## src/rtl/axilite_reg_wr_if.sv

```systemverilog
// AXI-Lite write channels (AW/W/B) plus the register-side write strobe of axilite_reg_wr.
interface axilite_reg_wr_if #(
    parameter int unsigned DATA_WIDTH = 32,
    parameter int unsigned ADDR_WIDTH = 40,
    parameter int unsigned STRB_WIDTH = DATA_WIDTH / 8
);
    logic [ADDR_WIDTH-1:0] s_axil_awaddr;
    logic [2:0]            s_axil_awprot;
    logic                  s_axil_awvalid;
    logic                  s_axil_awready;
    logic [DATA_WIDTH-1:0] s_axil_wdata;
    logic [STRB_WIDTH-1:0] s_axil_wstrb;
    logic                  s_axil_wvalid;
    logic                  s_axil_wready;
    logic [1:0]            s_axil_bresp;
    logic                  s_axil_bvalid;
    logic                  s_axil_bready;
    logic [ADDR_WIDTH-1:0] reg_wr_addr;
    logic [DATA_WIDTH-1:0] reg_wr_data;
    logic [STRB_WIDTH-1:0] reg_wr_strb;
    logic                  reg_wr_en;
    logic                  reg_wr_wait;
    logic                  reg_wr_ack;

    modport slave (
        input  s_axil_awaddr, s_axil_awprot, s_axil_awvalid,
        input  s_axil_wdata, s_axil_wstrb, s_axil_wvalid,
        input  s_axil_bready,
        input  reg_wr_wait, reg_wr_ack,
        output s_axil_awready, s_axil_wready, s_axil_bresp, s_axil_bvalid,
        output reg_wr_addr, reg_wr_data, reg_wr_strb, reg_wr_en
    );

    modport master (
        output s_axil_awaddr, s_axil_awprot, s_axil_awvalid,
        output s_axil_wdata, s_axil_wstrb, s_axil_wvalid,
        output s_axil_bready,
        output reg_wr_wait, reg_wr_ack,
        input  s_axil_awready, s_axil_wready, s_axil_bresp, s_axil_bvalid,
        input  reg_wr_addr, reg_wr_data, reg_wr_strb, reg_wr_en
    );
endinterface

```

## src/rtl/axilite_reg_wr.sv

```systemverilog
// AXI-Lite write slave driving a single-beat register write with ack/wait/timeout completion.
// Optional macro AXIL_WR_TIMEOUT_SLVERR_EN: unacknowledged timeouts answer SLVERR.
module axilite_reg_wr #(
    parameter int unsigned DATA_WIDTH = 32,
    parameter int unsigned ADDR_WIDTH = 40,
    parameter int unsigned STRB_WIDTH = DATA_WIDTH / 8,
    parameter int unsigned TIMEOUT    = 2
) (
    input logic             clk,
    input logic             rst,
    axilite_reg_wr_if.slave bus
);
    localparam int unsigned CntW = $clog2(TIMEOUT);
    localparam logic [CntW-1:0] CntLoad = CntW'(TIMEOUT - 1);

    logic                  aw_held_q, aw_held_d;
    logic                  w_held_q, w_held_d;
    logic                  bvalid_q, bvalid_d;
    logic                  en_q, en_d;
    logic [ADDR_WIDTH-1:0] addr_q, addr_d;
    logic [DATA_WIDTH-1:0] data_q, data_d;
    logic [STRB_WIDTH-1:0] strb_q, strb_d;
    logic [CntW-1:0]       cnt_q, cnt_d;
    logic                  aw_hs, w_hs, done;

    logic unused_awprot;
    assign unused_awprot = ^bus.s_axil_awprot;

    always_comb begin
        aw_hs     = bus.s_axil_awvalid && !aw_held_q;
        w_hs      = bus.s_axil_wvalid && !w_held_q;
        done      = en_q && (bus.reg_wr_ack || (cnt_q == '0));
        aw_held_d = aw_held_q;
        w_held_d  = w_held_q;
        addr_d    = addr_q;
        data_d    = data_q;
        strb_d    = strb_q;
        bvalid_d  = bvalid_q;
        cnt_d     = cnt_q;

        // Channels are held only while a write is outstanding, so capture and completion
        // never coincide on the same channel.
        if (done) begin
            aw_held_d = 1'b0;
        end else if (aw_hs) begin
            aw_held_d = 1'b1;
            addr_d    = bus.s_axil_awaddr;
        end

        if (done) begin
            w_held_d = 1'b0;
        end else if (w_hs) begin
            w_held_d = 1'b1;
            data_d   = bus.s_axil_wdata;
            strb_d   = bus.s_axil_wstrb;
        end

        if (done) begin
            bvalid_d = 1'b1;
        end else if (bvalid_q && bus.s_axil_bready) begin
            bvalid_d = 1'b0;
        end

        // Holding off en while B is pending keeps at most one response outstanding.
        en_d = aw_held_d && w_held_d && !bvalid_d;

        if (!en_q) begin
            cnt_d = CntLoad;
        end else if (!bus.reg_wr_wait && (cnt_q != '0)) begin
            cnt_d = cnt_q - 1'b1;
        end
    end

    always_ff @(posedge clk or posedge rst) begin
        if (rst) begin
            aw_held_q <= 1'b0;
            w_held_q  <= 1'b0;
            bvalid_q  <= 1'b0;
            en_q      <= 1'b0;
            addr_q    <= '0;
            data_q    <= '0;
            strb_q    <= '0;
            cnt_q     <= '0;
        end else begin
            aw_held_q <= aw_held_d;
            w_held_q  <= w_held_d;
            bvalid_q  <= bvalid_d;
            en_q      <= en_d;
            addr_q    <= addr_d;
            data_q    <= data_d;
            strb_q    <= strb_d;
            cnt_q     <= cnt_d;
        end
    end

`ifdef AXIL_WR_TIMEOUT_SLVERR_EN
    logic [1:0] bresp_q, bresp_d;

    always_comb begin
        bresp_d = bresp_q;
        if (done) begin
            bresp_d = bus.reg_wr_ack ? 2'b00 : 2'b10;
        end
    end

    always_ff @(posedge clk or posedge rst) begin
        if (rst) begin
            bresp_q <= 2'b00;
        end else begin
            bresp_q <= bresp_d;
        end
    end

    assign bus.s_axil_bresp = bresp_q;
`else
    assign bus.s_axil_bresp = 2'b00;
`endif

    assign bus.s_axil_awready = !aw_held_q;
    assign bus.s_axil_wready  = !w_held_q;
    assign bus.s_axil_bvalid  = bvalid_q;
    assign bus.reg_wr_en      = en_q;
    assign bus.reg_wr_addr    = addr_q;
    assign bus.reg_wr_data    = data_q;
    assign bus.reg_wr_strb    = strb_q;
endmodule

```

## src/flat_wrapper.sv

```systemverilog
// flat-port wrapper written by rule: the top's interface ports become plain ports
module axilite_reg_wr_flat 
#(
    parameter int unsigned DATA_WIDTH = 32,
    parameter int unsigned ADDR_WIDTH = 40,
    parameter int unsigned STRB_WIDTH = DATA_WIDTH / 8,
    parameter int unsigned TIMEOUT    = 2
)
  (clk, rst, bus_s_axil_awaddr, bus_s_axil_awprot, bus_s_axil_awvalid, bus_s_axil_wdata, bus_s_axil_wstrb, bus_s_axil_wvalid, bus_s_axil_bready, bus_reg_wr_wait, bus_reg_wr_ack, bus_s_axil_awready, bus_s_axil_wready, bus_s_axil_bresp, bus_s_axil_bvalid, bus_reg_wr_addr, bus_reg_wr_data, bus_reg_wr_strb, bus_reg_wr_en);
  axilite_reg_wr_if #(.DATA_WIDTH(DATA_WIDTH), .ADDR_WIDTH(ADDR_WIDTH), .STRB_WIDTH(STRB_WIDTH)) bus_i ();
  input logic clk;
  input logic rst;
  input wire logic [$bits(bus_i.s_axil_awaddr)-1:0] bus_s_axil_awaddr;
  input wire logic [$bits(bus_i.s_axil_awprot)-1:0] bus_s_axil_awprot;
  input wire logic [$bits(bus_i.s_axil_awvalid)-1:0] bus_s_axil_awvalid;
  input wire logic [$bits(bus_i.s_axil_wdata)-1:0] bus_s_axil_wdata;
  input wire logic [$bits(bus_i.s_axil_wstrb)-1:0] bus_s_axil_wstrb;
  input wire logic [$bits(bus_i.s_axil_wvalid)-1:0] bus_s_axil_wvalid;
  input wire logic [$bits(bus_i.s_axil_bready)-1:0] bus_s_axil_bready;
  input wire logic [$bits(bus_i.reg_wr_wait)-1:0] bus_reg_wr_wait;
  input wire logic [$bits(bus_i.reg_wr_ack)-1:0] bus_reg_wr_ack;
  output wire logic [$bits(bus_i.s_axil_awready)-1:0] bus_s_axil_awready;
  output wire logic [$bits(bus_i.s_axil_wready)-1:0] bus_s_axil_wready;
  output wire logic [$bits(bus_i.s_axil_bresp)-1:0] bus_s_axil_bresp;
  output wire logic [$bits(bus_i.s_axil_bvalid)-1:0] bus_s_axil_bvalid;
  output wire logic [$bits(bus_i.reg_wr_addr)-1:0] bus_reg_wr_addr;
  output wire logic [$bits(bus_i.reg_wr_data)-1:0] bus_reg_wr_data;
  output wire logic [$bits(bus_i.reg_wr_strb)-1:0] bus_reg_wr_strb;
  output wire logic [$bits(bus_i.reg_wr_en)-1:0] bus_reg_wr_en;
  assign bus_i.s_axil_awaddr = bus_s_axil_awaddr;
  assign bus_i.s_axil_awprot = bus_s_axil_awprot;
  assign bus_i.s_axil_awvalid = bus_s_axil_awvalid;
  assign bus_i.s_axil_wdata = bus_s_axil_wdata;
  assign bus_i.s_axil_wstrb = bus_s_axil_wstrb;
  assign bus_i.s_axil_wvalid = bus_s_axil_wvalid;
  assign bus_i.s_axil_bready = bus_s_axil_bready;
  assign bus_i.reg_wr_wait = bus_reg_wr_wait;
  assign bus_i.reg_wr_ack = bus_reg_wr_ack;
  assign bus_s_axil_awready = bus_i.s_axil_awready;
  assign bus_s_axil_wready = bus_i.s_axil_wready;
  assign bus_s_axil_bresp = bus_i.s_axil_bresp;
  assign bus_s_axil_bvalid = bus_i.s_axil_bvalid;
  assign bus_reg_wr_addr = bus_i.reg_wr_addr;
  assign bus_reg_wr_data = bus_i.reg_wr_data;
  assign bus_reg_wr_strb = bus_i.reg_wr_strb;
  assign bus_reg_wr_en = bus_i.reg_wr_en;
  axilite_reg_wr #(.DATA_WIDTH(DATA_WIDTH), .ADDR_WIDTH(ADDR_WIDTH), .STRB_WIDTH(STRB_WIDTH), .TIMEOUT(TIMEOUT)) u_core (.clk(clk), .rst(rst), .bus(bus_i));
endmodule
```

## config.mk

```make
export PLATFORM = sky130hd
export DESIGN_NAME = axilite_reg_wr_flat
export DESIGN_NICKNAME = d
export VERILOG_FILES = /design/src/rtl/axilite_reg_wr_if.sv /design/src/rtl/axilite_reg_wr.sv /design/src/flat_wrapper.sv
export SDC_FILE = /design/constraint.sdc
export NUM_CORES = 1
export LEC_CHECK = 0
export BUFFER_PORTS_ARGS = -buffer_cell sky130_fd_sc_hd__buf_2
export CELL_PAD_IN_SITES_DETAIL_PLACEMENT = 1
export CELL_PAD_IN_SITES_GLOBAL_PLACEMENT = 1
export CORE_ASPECT_RATIO = 0.8
export CORE_MARGIN = 3
export CORE_UTILIZATION = 35
export DETAILED_ROUTE_END_ITERATION = 6
export GPL_ROUTABILITY_DRIVEN = 0
export GPL_TIMING_DRIVEN = 0
export MAX_ROUTING_LAYER = met4
export PLACE_DENSITY_LB_ADDON = 0.1
export SLEW_MARGIN = 20
export SYNTH_ARGS = -nofsm -noshare
export SYNTH_HDL_FRONTEND = slang
export SYNTH_SLANG_ARGS = --single-unit
```

## constraint.sdc

```tcl
create_clock -name clk -period 3.2 [get_ports clk]
set_input_delay 0.64 -clock clk [delete_from_list [all_inputs] [get_ports clk]]
set_output_delay 0.64 -clock clk [all_outputs]
set_load 0.05 [all_outputs]
```

==> flow_summary.ini <==
[run_status]
outcome = finished, final reports clean

[clock_network]
cts_tree = built
cts.clk_slew.worst_paths_ns = 0.06
tritoncts_num_sinks = 81
cts_hold_buffers = 0
cts-htree-levels = 3
post_cts.resized_instances = 0
cts-root-buf = sky130_fd_sc_hd__clkbuf_16
worstSkewPairLatency_ns = 0.32
postCtsSetupBuffers = 0
cts_inserted_buffers = 9
clockBufferDepth = 2

[worst_setup_path]
path_class = register to output port
crit_path_top_delay_cell = sky130_fd_sc_hd__dfrtp_1
critical_path_depth = 1
critical_path_sink_type = output port
worst-endpoint-required_ns = 2.56
critical_path_buf_inv_count = 1
arrival_ns = 1.17
worstSetupStartpointType = register
crit_path_max_fanout = 7
timing.critical_path.cells = buf_2
regToRegEndpoint = u_core.bus.reg_wr_strb[2]
depth_of_the_worst_register_to_register_path = 4
critical_path_max_stage_delay_ns = 0.52
startpoint_of_the_worst_register_to_register_path = u_core.w_held_q
setup.reg_to_reg.worst_slack_ns = 1.58
critical_path.top_delay_family = flip-flops

[final_layout]
instances_no_fill = 476
syn_to_final_growth_pct = 41.4
antennaDiodeCount = 0
multi_input_area_um2 = 1070
sequential_cell_area_um2 = 2030
n_fill_cell = 923
final_net_count = 445
fraction_of_layout_cells_with_a_size_suffix_above_1_pct = 72.5

[floorplanning]
coreArea_um2 = 8670
die-area_um2 = 10300
io_pins = 168
die_width_um = 113
die_h_um = 91.5
row_count = 30
floorplan.initialDensity_pct = 36.9

[yosys]
synth.ff_latch_count = 81
share_of_synthesized_area_occupied_by_flip_flops_and_latches_pct = 63.4
synthesis.yosys.warnings = 0
post_synth_instance_area_um2 = 3200
avgSynthCellArea_um2 = 17.4
yosysMostFrequentCell = sky130_fd_sc_hd__dfrtp_1
count_of_mapped_cells_out_of_synthesis = 184
ys_top_cells_by_count = sky130_fd_sc_hd__dfrtp_1, sky130_fd_sc_hd__mux2_2, sky130_fd_sc_hd__mux2_4, sky130_fd_sc_hd__buf_4
yosys-top-cells-area = sky130_fd_sc_hd__dfrtp_1, sky130_fd_sc_hd__mux2_2, sky130_fd_sc_hd__mux2_4, sky130_fd_sc_hd__buf_4, sky130_fd_sc_hd__buf_8
post_synth_edffs = 0
yosys.area.top_type_share_pct = 63.4
synthFlopType = sky130_fd_sc_hd__dfrtp_1
post_synth_num_cell_types = 18
async_flop_share_pct = 100
synth_top_cell_by_area = sky130_fd_sc_hd__dfrtp_1

[place]
place_hpwl_um = 5850
dpl.cell_count = 460
pre_cts_slack_ns = 1.21
io_buffers = 162

[drt]
drt_pass1_iterations = 3
post_route_ant_nets = 0
starting_drt_drc_count = 37
drt_drc_violations_left = 0
wl_um = 7630
vias = 2129
drt-wirelength-per-cell_um = 16.0
vias_per_cell = 4.47

[sta]
drv_slew = 0
worst_slew_margin_rel_pct = 58.7
tightestPinTransition_ns = 0.620
setup-violations-final = 0
finalWorstPathRequiredPeriod_ns = 1.81
final_critical_path_setup_slack_ns = 1.39
finalHoldViolations = 0
min_period_over_period_pct = 56.6
grt_setup_unrepaired = false
max_freq_mhz = 552
fin_worst_skew_ns = 0.00483

[global_routing]
groute.usage.overall_pct = 15.4
first_pass_grt_wire_length_um = 12200
grt_max_degree = 49
grt_pass1_vias = 2406
gr_ovfl_total = 0
number_of_antenna_violations_at_the_first_check_in_global_routing = 0

[hold_path]
timing.hold.worst.class = input pin to async pin

[flow_run]
maximum_capacitance_violations = 0
==> cell type report <==
| class | count | share of cell area (%) |
|---|---|---|
| plain buffers | 9 | 1.99 |
| well taps | 112 | 3.10 |
| flip-flops and latches | 81 | 44.8 |
| repair buffers | 163 | 18.4 |
| inverters | 3 | 0.304 |
| multi-input cells | 92 | 23.7 |
| clock inverters | 5 | 2.27 |
| clock buffers | 11 | 5.37 |
==> per-stage QoR <==
step | TNS, ns | utilization [%] | instance area (um2) | hold WS (ns)
after floorplan | 0 | - | 3200 | 0.502
after global placement | -48.86 | 47.9 | 4150 | 0.464
after detailed placement | 0 | 48.2 | 4180 | 0.473
after CTS | 0 | 52.1 | 4520 | 0.429
after global routing | 0 | 52.1 | 4520 | 0.464
final | 0 | 52.1 | 4520 | 0.413
==> layout by cell type, fill, tap and decap left out <==
master,count
sky130_fd_sc_hd__clkbuf_8,1
sky130_fd_sc_hd__nor2_1,2
sky130_fd_sc_hd__conb_1,2
sky130_fd_sc_hd__buf_2,162
sky130_fd_sc_hd__mux2_4,30
sky130_fd_sc_hd__clkbuf_1,1
sky130_fd_sc_hd__clkinvlp_4,1
sky130_fd_sc_hd__nand2_1,2
sky130_fd_sc_hd__a21oi_2,1
sky130_fd_sc_hd__buf_4,6
sky130_fd_sc_hd__nand2b_1,2
sky130_fd_sc_hd__a21oi_1,2
sky130_fd_sc_hd__a21oi_4,1
sky130_fd_sc_hd__nor3b_1,1
sky130_fd_sc_hd__clkinv_2,1
sky130_fd_sc_hd__inv_1,2
sky130_fd_sc_hd__mux2_1,3
sky130_fd_sc_hd__dfrtp_1,81
sky130_fd_sc_hd__nand2b_4,1
sky130_fd_sc_hd__inv_4,1
sky130_fd_sc_hd__bufinv_16,3
sky130_fd_sc_hd__mux2_2,43
sky130_fd_sc_hd__a21o_1,1
sky130_fd_sc_hd__buf_12,1
sky130_fd_sc_hd__nor2b_1,1
sky130_fd_sc_hd__clkbuf_16,9
sky130_fd_sc_hd__buf_8,3
==> flip-flops by register name, indices dropped and copies added (netlist names) <==
name	cells
u_core.bus.reg_wr_addr	40
u_core.bus.reg_wr_data	32
u_core.bus.reg_wr_strb	4
u_core.aw_held_q	1
u_core.bus.reg_wr_en	1
u_core.bus.s_axil_bvalid	1
u_core.cnt_q	1
u_core.w_held_q	1
==> routing by layer <==
layer	vias up	track usage [%]	share of wire, %
met5	-	-	0
met4	0	4.20	1.1
met3	8	4.53	6.8
met2	94	24.3	47
met1	1043	19.5	45
li1	984	-	-
==> worst max-delay path by stage <==
stage / slack (ns) / start / endpoint
6_report: 1.39 / u_core.bus.reg_wr_en / bus_reg_wr_en
5_1_grt: 1.33 / u_core.bus.reg_wr_en / bus_reg_wr_en
3_3_place_gp: -0.61 / rst / u_core.bus.reg_wr_addr[4]
2_1_floorplan: 0.48 / rst / u_core.aw_held_q
4_1_cts: 1.38 / u_core.bus.reg_wr_en / bus_reg_wr_en
3_5_place_dp: 1.21 / bus_reg_wr_ack / u_core.bus.reg_wr_data[22]
==> cell families after synthesis <==
kind of cell	count (synthesis)	synth area share, %
buf+inv	12	3.17
compound gates	5	1.33
other cells	1	0.117
mux	76	30.3
flops	81	63.4
simple gates	9	1.72
Power is left out: the tool's default activity adds up to more than one toggle a clock period on the data nets, which glitch-free logic cannot reach.
